`src/rtl/johnson_dec_pkg.sv`:
```
// Shared types and sizing helpers for the Johnson-code decoder.
package johnson_dec_pkg;

    typedef enum logic [1:0] {
        UNLOCKED = 2'd0,
        ACQUIRE  = 2'd1,
        LOCKED   = 2'd2
    } state_t;

    localparam int unsigned GOOD_CNT_W = 4;
    localparam int unsigned ERR_CNT_W  = 8;

    // Bits needed to hold a position 0..2N-1 of an N-bit Johnson counter.
    function automatic int unsigned index_width(input int unsigned width);
        return $clog2(2 * width);
    endfunction

endpackage

```
`src/rtl/johnson_code_decode.sv`:
```
// Combinational Johnson-code decoder: flags legal codes and gives their position.
module johnson_code_decode
    import johnson_dec_pkg::*;
#(
    parameter  int unsigned WIDTH = 4,
    localparam int unsigned IDX_W = index_width(WIDTH)
) (
    input  logic [WIDTH-1:0] code,
    output logic             legal,
    output logic [IDX_W-1:0] index
);

    logic [WIDTH-1:0] inv;
    logic [IDX_W-1:0] ones;

    // Rising half is LSB-justified ones; falling half is MSB-justified ones.
    always_comb begin
        inv  = ~code;
        ones = '0;
        for (int i = 0; i < int'(WIDTH); i++) begin
            ones = ones + IDX_W'(code[i]);
        end
        legal = 1'b0;
        index = '0;
        if (!code[WIDTH-1]) begin
            legal = ((code & (code + WIDTH'(1))) == '0);
            index = ones;
        end else begin
            legal = ((inv & (inv + WIDTH'(1))) == '0);
            index = IDX_W'(WIDTH) + (IDX_W'(WIDTH) - ones);
        end
    end

endmodule

```
`src/rtl/johnson_decoder.sv`:
```
// Johnson counter monitor: decodes samples, classifies steps and tracks lock.
// Optional saturating error counter built when JOHNSON_DEC_ERRCNT_EN is defined.
module johnson_decoder
    import johnson_dec_pkg::*;
#(
    parameter  int unsigned WIDTH      = 4,
    parameter  int unsigned LOCK_COUNT = 3,
    localparam int unsigned IDX_W      = index_width(WIDTH)
) (
    input  logic                 clk,
    input  logic                 reset,
    input  logic                 sample_en,
    input  logic [WIDTH-1:0]     q_in,
    output logic [IDX_W-1:0]     index,
    output logic                 idx_valid,
    output logic                 illegal,
    output logic                 step_err,
    output logic                 locked,
    output logic [ERR_CNT_W-1:0] err_count
);

    localparam int unsigned LAST_IDX = 2 * WIDTH - 1;

    state_t                state;
    state_t                state_next;
    logic                  dec_legal;
    logic [IDX_W-1:0]      dec_index;
    logic [IDX_W-1:0]      prev;
    logic [IDX_W-1:0]      prev_next;
    logic [IDX_W-1:0]      prev_inc;
    logic [IDX_W-1:0]      index_next;
    logic [GOOD_CNT_W-1:0] good_cnt;
    logic [GOOD_CNT_W-1:0] good_cnt_next;
    logic                  valid_next;
    logic                  illegal_next;
    logic                  step_err_next;
    logic                  is_hold;
    logic                  is_good;

    johnson_code_decode #(.WIDTH(WIDTH)) u_decode (
        .code  (q_in),
        .legal (dec_legal),
        .index (dec_index)
    );

    assign prev_inc = (prev == IDX_W'(LAST_IDX)) ? '0 : prev + IDX_W'(1);
    assign is_hold  = (dec_index == prev);
    assign is_good  = (dec_index == prev_inc);

    always_ff @(posedge clk) begin
        if (reset) begin
            state <= UNLOCKED;
        end else begin
            state <= state_next;
        end
    end

    // Lock acquisition: illegal codes always drop back to UNLOCKED.
    always_comb begin
        state_next = state;
        if (sample_en) begin
            if (!dec_legal) begin
                state_next = UNLOCKED;
            end else begin
                case (state)
                    UNLOCKED: state_next = ACQUIRE;
                    ACQUIRE: begin
                        if (is_good && (good_cnt + GOOD_CNT_W'(1) == GOOD_CNT_W'(LOCK_COUNT))) begin
                            state_next = LOCKED;
                        end
                    end
                    LOCKED: begin
                        if (!is_hold && !is_good) begin
                            state_next = ACQUIRE;
                        end
                    end
                    default: state_next = UNLOCKED;
                endcase
            end
        end
    end

    // Next values of the registered datapath and pulse outputs.
    always_comb begin
        index_next    = index;
        prev_next     = prev;
        good_cnt_next = good_cnt;
        valid_next    = 1'b0;
        illegal_next  = 1'b0;
        step_err_next = 1'b0;
        if (sample_en) begin
            if (!dec_legal) begin
                illegal_next  = 1'b1;
                good_cnt_next = '0;
            end else begin
                valid_next = 1'b1;
                index_next = dec_index;
                prev_next  = dec_index;
                case (state)
                    ACQUIRE, LOCKED: begin
                        if (is_good) begin
                            if (state == ACQUIRE) begin
                                good_cnt_next = good_cnt + GOOD_CNT_W'(1);
                            end
                        end else if (!is_hold) begin
                            step_err_next = 1'b1;
                            good_cnt_next = '0;
                        end
                    end
                    default: good_cnt_next = '0;
                endcase
            end
        end
    end

    always_ff @(posedge clk) begin
        if (reset) begin
            index     <= '0;
            prev      <= '0;
            good_cnt  <= '0;
            idx_valid <= 1'b0;
            illegal   <= 1'b0;
            step_err  <= 1'b0;
            locked    <= 1'b0;
        end else begin
            index     <= index_next;
            prev      <= prev_next;
            good_cnt  <= good_cnt_next;
            idx_valid <= valid_next;
            illegal   <= illegal_next;
            step_err  <= step_err_next;
            locked    <= (state_next == LOCKED);
        end
    end

`ifdef JOHNSON_DEC_ERRCNT_EN
    logic [ERR_CNT_W-1:0] err_q;

    // Counts each error pulse as it is issued; sticks at all-ones.
    always_ff @(posedge clk) begin
        if (reset) begin
            err_q <= '0;
        end else if ((illegal_next || step_err_next) && (err_q != '1)) begin
            err_q <= err_q + ERR_CNT_W'(1);
        end
    end

    assign err_count = err_q;
`else
    assign err_count = '0;
`endif

endmodule

```
`config.mk`:
```
export PLATFORM = sky130hd
export DESIGN_NAME = johnson_decoder
export DESIGN_NICKNAME = d
export VERILOG_FILES = /design/src/rtl/johnson_dec_pkg.sv /design/src/rtl/johnson_code_decode.sv /design/src/rtl/johnson_decoder.sv
export SDC_FILE = /design/constraint.sdc
export NUM_CORES = 1
export LEC_CHECK = 0
export CAP_MARGIN = 20
export CORE_ASPECT_RATIO = 0.7
export CORE_MARGIN = 10
export CORE_UTILIZATION = 54
export CTS_BUF_LIST = sky130_fd_sc_hd__clkbuf_16
export CTS_CLUSTER_SIZE = 14
export DETAILED_ROUTE_END_ITERATION = 12
export PLACE_DENSITY = 0.84
export SYNTH_ARGS = -nofsm -noshare
export SYNTH_HDL_FRONTEND = slang
export SYNTH_SLANG_ARGS = --single-unit
```
`constraint.sdc`:
```
create_clock -name clk -period 4.7 [get_ports clk]
set_input_delay 0.47 -clock clk [delete_from_list [all_inputs] [get_ports clk]]
set_output_delay 0.47 -clock clk [all_outputs]
set_load 0.05 [all_outputs]
```
==> flow_metrics.env, run 1 <==
export IMPL_drtIter0Drc=31
export IMPL_p_per_area_nw_per_um2=318
export IMPL_p_clk_frac=0.387
export IMPL_grt_first_pass_wirelength_um=4080
export IMPL_intPower_uw=272
export IMPL_die_h_um=57.2
export IMPL_maxSlewViolCount=0
export IMPL_overflow=0
export IMPL_hpwl_um=1920
export IMPL_clkSinkCount=13
export IMPL_cp_max_fo=8
export IMPL_die_width_um=73.1
export IMPL_finalCritPeriodShare=0.795
export IMPL_final_nets=162
export IMPL_layout_cells_non_filler=161
export IMPL_hp_start="prev[2]$_SDFFE_PP0P_"
export IMPL_synth_simple_gate_area_frac=0.209
export IMPL_p_total_uw=402
export IMPL_startpoint_type="input port"
export IMPL_ys_seq_area_frac=0.244
export IMPL_grtUsageTotal=0.120
export IMPL_p_leak_uw=0.000530
export IMPL_grt_pass1_vias=935
export IMPL_hp_class="reg2reg"
export IMPL_rows=13
export IMPL_vias=932
export IMPL_portBuffers=13
export IMPL_ir_drop_v=0.000344
export IMPL_start_util=0.571
export IMPL_hold_ws_ns=0.549
export IMPL_p_sw_uw=130
export IMPL_ys_types=41
export IMPL_cts_resized_gates=0
export IMPL_synth_edf_count=0
export IMPL_crit_end="good_cnt[1]$_SDFFE_PP0P_"
export IMPL_design_core_area_um2=1870
export IMPL_worstPathRequired_ns=4.82
export IMPL_reg2reg_slack_ns=2.36
export IMPL_synth_top_family_by_area="simple AND/OR/NAND/NOR gates"
export IMPL_cap_violations=0
export IMPL_htreeDepth=1
export IMPL_holdBufCountCts=0
export IMPL_grt_setup_unrepaired="no"
export IMPL_final_seq_area_um2=260
export IMPL_setup_worst_path_start="q_in[0]"
export IMPL_synth_area_um2=1070
export IMPL_fin_worst_skew_ns=0.00186
export IMPL_hold_viol_final=0
export IMPL_ctsRootBufferMaster="clkbuf_16"
export IMPL_dieArea_um2=4180
export IMPL_syn_to_final_growth_pct=18.6
export IMPL_numCtsBuffers=3
export IMPL_yosys_register_bits=13
export IMPL_clk_path_buf_depth=2
export IMPL_swShare=0.323
export IMPL_setup_viol=0
export IMPL_via_per_inst=5.79
export IMPL_wire_per_inst_um=15.1
export IMPL_status="finished, final reports clean"
export IMPL_async_flop_share=0
export IMPL_crit_type="in2reg"
export IMPL_path_clk_slew_ns=0.04
export IMPL_syn_mean_instance_area_um2=8.61
export IMPL_dp_cells=157
export IMPL_seqPwrFrac=0.296
export IMPL_cp_end_kind="flop"
export IMPL_nFillCells=150
export IMPL_timing_rr_start="prev[0]$_SDFFE_PP0P_"
export IMPL_synth_compound_area_frac=0.144
export IMPL_drive_above_1_share=0.0647
export IMPL_synthAdderAreaFrac=0.183
export IMPL_max_freq_ghz=0.268
export IMPL_clk_insertion_delay_late_ns=0.24
export IMPL_antenna_found_initial=0
export IMPL_cts_setup_buffers=0
export IMPL_yosys_warnings=0
export IMPL_antennaDiodeCount=0
export IMPL_cts_tree="built"
export IMPL_synth_cells=124
export IMPL_io_pins=22
export IMPL_tightest_slew_ns=0.879
export IMPL_drt_total_wl_um=2430
export IMPL_rr_worst_depth=8
export IMPL_synth_xor_area_frac=0.0821
export IMPL_cp_arrival_ns=3.86
export IMPL_synthMuxAreaShare=0.0328
export IMPL_fin_setup_tns_ns=0
export IMPL_dr_pass1_iters=4
export IMPL_combPwrFrac=0.317
export IMPL_grt_max_degree=11
export IMPL_drcViolationCount=0
export IMPL_reg2reg_to="good_cnt[1]$_SDFFE_PP0P_"
export IMPL_fin_crit_ns=3.73
export IMPL_place_congestion=0.809
export IMPL_synth_top_flop_cell="dfxtp_1"
export IMPL_ant_nets=0
export IMPL_multi_input_area_um2=724
export IMPL_max_slew_margin_rel=0.412
## layout make-up
| cell class | count | share of cell area |
|---|---|---|
| tap | 22 | 0.0217 |
| multi-input combinational | 97 | 0.572 |
| inverter | 12 | 0.0356 |
| clock inverter | 1 | 0.00296 |
| timing repair buffer | 13 | 0.103 |
| clock buffer | 3 | 0.0593 |
| sequential | 13 | 0.206 |
## placed cells by master, fill, tap and decap left out, drive strengths merged, types with 2 or more instances in the layout
cell	instances
ha	14
inv	13
nor2	13
dfxtp	13
clkdlybuf4s50	13
xnor2	8
conb	8
nand2	7
nor3	7
or3	3
a211oi	3
clkbuf	3
a31o	3
nand2b	2
xor2	2
nor3b	2
o211ai	2
nand3	2
mux2i	2
nor2b	2
o21ai	2
## kinds of logic after synthesis
group	after synthesis
AND/OR/NAND/NOR	42
multiplexers	3
buffers and inverters	21
other	1
AO/OA/AOI/OAI	19
flip-flops	13
adder cells (fa/ha/maj)	15
XOR/XNOR	10
## worst max-delay path, stage by stage
cell             delay (ns)
clkdlybuf4s50_1        0.52
inv_1                  0.08
ha_1                   0.28
inv_1                  0.05
fa_1                   0.36
inv_1                  0.06
ha_1                   0.24
inv_1                  0.06
ha_1                   0.23
mux2i_2                0.25
xnor2_1                0.15
nor3_4                 0.36
mux2i_1                0.29
o21ai_2                0.12
mux2_1                 0.34
## how the worst min path moves through the flow
stage / endpoint / cells after the start / slack (ns)
finish: prev[2]$_SDFFE_PP0P_ / 2 / 0.55
global placement: prev[2]$_SDFFE_PP0P_ / 2 / 0.54
detailed placement: prev[2]$_SDFFE_PP0P_ / 2 / 0.55
floorplan: good_cnt[2]$_SDFFE_PP0P_ / 1 / 0.54
global route: prev[2]$_SDFFE_PP0P_ / 2 / 0.59
CTS: prev[2]$_SDFFE_PP0P_ / 2 / 0.56
## metal layers
metal | wire (um) | vias up | track usage
li1 | - | 439 | -
met1 | 970 | 429 | 0.128
met2 | 1120 | 54 | 0.198
met3 | 270 | 10 | 0.0622
met4 | 73 | 0 | 0.0405
met5 | 0 | - | 0
## per-stage QoR
stage / utilization / worst slack [ns] / area (um2)
after floorplan: - / 1.53 / 1090
after global placement: 0.635 / 0.848 / 1190
after detailed placement: 0.635 / 0.713 / 1190
after CTS: 0.677 / 0.963 / 1270
after global routing: 0.677 / 0.758 / 1270
final: 0.677 / 0.965 / 1270
## cells in the mapped netlist, types with 2 or more instances
| cell | instances | area share |
|---|---|---|
| a31o_1 | 2 | 0.016 |
| o211ai_1 | 2 | 0.014 |
| a211oi_1 | 3 | 0.021 |
| xnor2_1 | 8 | 0.066 |
| nor2_1 | 13 | 0.046 |
| or3_1 | 3 | 0.018 |
| nand2b_1 | 2 | 0.012 |
| buf_4 | 8 | 0.056 |
| nor3_1 | 6 | 0.028 |
| dfxtp_1 | 13 | 0.24 |
| nor3b_1 | 2 | 0.014 |
| ha_1 | 14 | 0.16 |
| nand3_1 | 2 | 0.0094 |
| inv_1 | 12 | 0.042 |
| nand2_1 | 7 | 0.025 |
| xor2_1 | 2 | 0.016 |
## sequential cells by signal, summed over array words and instances (netlist names)
name and cells:
state 2, prev 3, locked 1, step_err 1, idx_valid 1, illegal 1
good_cnt 4
## power groups by stage
| stage | sequential [uW] | combinational, uW | clock [uW] |
|---|---|---|---|
| after CTS | 119 | 127 | 158 |
| after detailed placement | 121 | 126 | 0 |
| after floorplan | 131 | 91.7 | 0 |
| after global placement | 121 | 121 | 0 |
| final | 119 | 128 | 156 |
| after global routing | 119 | 137 | 166 |
(Power assumes the default switching activity.)
==> run 2: changes to the inputs <==
--- a/config.mk
+++ b/config.mk
@@ -8,11 +8,11 @@
 export CAP_MARGIN = 20
 export CORE_ASPECT_RATIO = 0.7
 export CORE_MARGIN = 10
-export CORE_UTILIZATION = 54
+export CORE_UTILIZATION = 45
 export CTS_BUF_LIST = sky130_fd_sc_hd__clkbuf_16
 export CTS_CLUSTER_SIZE = 14
 export DETAILED_ROUTE_END_ITERATION = 12
-export PLACE_DENSITY = 0.84
+export PLACE_DENSITY = 0.74
 export SYNTH_ARGS = -nofsm -noshare
 export SYNTH_HDL_FRONTEND = slang
 export SYNTH_SLANG_ARGS = --single-unit
==> constraint.sdc (replaced) <==
create_clock -name clk -period 3.21 [get_ports clk]
set_input_delay 0.321 -clock clk [delete_from_list [all_inputs] [get_ports clk]]
set_output_delay 0.321 -clock clk [all_outputs]
set_load 0.05 [all_outputs]
==> flow_metrics.env, run 2 (synthesis results as in run 1) <==
export IMPL_die_width_um=78.2
export IMPL_top_usage_layer="met2"
export IMPL_status="finished, final reports clean"
export IMPL_wire_per_inst_um=14.9
export IMPL_grt_first_pass_wirelength_um=4580
export IMPL_drtIter0Drc=58
export IMPL_grtUsageMet3=0.0516
export IMPL_slowest_stage="fa_1"
export IMPL_htreeDepth=1
export IMPL_antenna_found_initial=0
export IMPL_drcViolationCount=0
export IMPL_portBuffers=13
export IMPL_hold_viol_final=0
export IMPL_fin_worst_skew_ns=0.00180
export IMPL_nFillCells=176
export IMPL_reg_top3="good_cnt x4, prev x3, state x2"
export IMPL_place_congestion=0.832
export IMPL_grt_pass1_vias=997
export IMPL_rows=14
export IMPL_numCtsBuffers=3
export IMPL_max_slew_margin_rel=0.664
export IMPL_overflow=0
export IMPL_syn_to_final_growth_pct=35.9
export IMPL_largest_reg_flops=4
export IMPL_hp_class="reg2reg"
export IMPL_p_leak_uw=0.000622
export IMPL_cap_violations=0
export IMPL_grt_util_met2=0.203
export IMPL_via_per_inst=5.21
export IMPL_cts_tree="built"
export IMPL_final_nets=178
export IMPL_maxSlewViolCount=0
export IMPL_placed_cell_area_um2=1310
export IMPL_drive_above_1_share=0.213
export IMPL_cpMostUsedCell="inv_1"
export IMPL_finalCritPeriodShare=0.961
export IMPL_antennaDiodeCount=0
export IMPL_ir_drop_v=0.000320
export IMPL_fin_area_um2=1450
export IMPL_die_h_um=60.7
export IMPL_clkSinkCount=13
export IMPL_fin_crit_ns=3.08
export IMPL_drt_total_wl_um=2780
export IMPL_final_common_cell="buf_4"
export IMPL_worstPathRequired_ns=3.34
export IMPL_cp_cell_sequence="dlygate4sd2_1 > inv_1 > ha_1 > inv_1 > fa_1 > inv_1 > ha_1 > inv_1 > ha_4 > mux2i_4 > xnor2_2 > nor3_4 > mux2i_2 > o21ai_2 > buf_4 > a31o_1"
export IMPL_ant_nets=0
export IMPL_tightest_slew_ns=0.503
export IMPL_start_util=0.484
export IMPL_clk_insertion_delay_late_ns=0.24
export IMPL_io_pins=22
export IMPL_vias=974
export IMPL_cp_arrival_ns=3.21
export IMPL_clk_path_buf_depth=2
export IMPL_fin_setup_tns_ns=0
export IMPL_design_core_area_um2=2210
export IMPL_grtUsageTotal=0.120
export IMPL_startpoint_type="input port"
export IMPL_cp_slowest_stage_delay_ns=0.35
export IMPL_setup_viol=0
export IMPL_use_met1=0.136
export IMPL_mostFrequentLayoutCells="buf_4, nor2_1, ha_1, dfxtp_1, inv_1"
export IMPL_hold_ws_ns=0.561
export IMPL_max_freq_ghz=0.324
export IMPL_path_clk_slew_ns=0.04
export IMPL_cp_max_fo=3
export IMPL_crit_type="in2reg"
export IMPL_grt_max_degree=11
export IMPL_p_per_area_nw_per_um2=451
export IMPL_largest_register="good_cnt"
export IMPL_hpwl_um=1970
export IMPL_dieArea_um2=4750
export IMPL_ctsRootBufferMaster="clkbuf_16"
export IMPL_dr_pass1_iters=4
export IMPL_rr_worst_depth=9
export IMPL_min_path_cells=2
export IMPL_cp_end_kind="flop"
run 2: changes by cell type in the layout (fill, tap and decap cells not counted), moves of 2 or more:
cell             change
buf_4               +16
clkdlybuf4s50_1      -2
dlygate4sd2_1        +2
xnor2_1              -2
xnor2_2              +2
run 2: critical path: cells and delay by family:
kind	cells	cell delay, ns
simple gates	1	0.22
compound gates	2	0.33
mux	2	0.46
fa+ha+maj	4	1.08
xor+xnor	1	0.11
buf+inv	6	0.69
run 2: path summary, 6_finish.rpt:
kind | startpoint | end | slack (ns)
worst max-delay path | q_in[1] | good_cnt[0]$_SDFFE_PP0P_ | 0.13
worst min-delay path | prev[2]$_SDFFE_PP0P_ | prev[2]$_SDFFE_PP0P_ | 0.56
worst max register to register | prev[0]$_SDFFE_PP0P_ | good_cnt[0]$_SDFFE_PP0P_ | 0.89
worst min register to register | prev[2]$_SDFFE_PP0P_ | prev[2]$_SDFFE_PP0P_ | 0.56
run 2: routing by layer:
metal / routed length [um] / share of wire
met1: 1180 / 0.43
met2: 1340 / 0.48
met3: 220 / 0.079
met4: 35 / 0.013
met5: 0 / 0
run 2: cell type report:
type,instances,area [um2],share of cell area
multi-input cells,97,778,0.537
flip-flops and latches,13,260,0.179
repair buffers,29,248,0.171
clock buffers,3,75.1,0.0518
inverters,12,45.0,0.0311
well taps,32,40.0,0.0276
clock inverters,1,3.75,0.00259
run 2: repair_timing:
action / CTS / global route
gates resized for setup: 5 / 6
buffers inserted: 2 / 0
endpoints found under the setup margin: 6 / 5
pin swaps: 3 / 3
hold buffers: 0 / 0
run 2: power by group:
| group | total (uW) | switching (uW) | internal [uW] |
|---|---|---|---|
| clock | 228 | 64.4 | 164 |
| combinational | 251 | 142 | 109 |
| sequential | 175 | 6.77 | 168 |
run 2: through the flow:
stage          setup slack [ns]  total power [uW]  utilization  cells
3_5_place_dp             -0.379               390        0.591    181
2_1_floorplan             0.187               327            -    131
3_3_place_gp             -0.264               382        0.591    181
4_1_cts                   0.156               626        0.636    187
6_report                  0.127               654        0.657    187
5_1_grt                 -0.0149               687        0.657    187
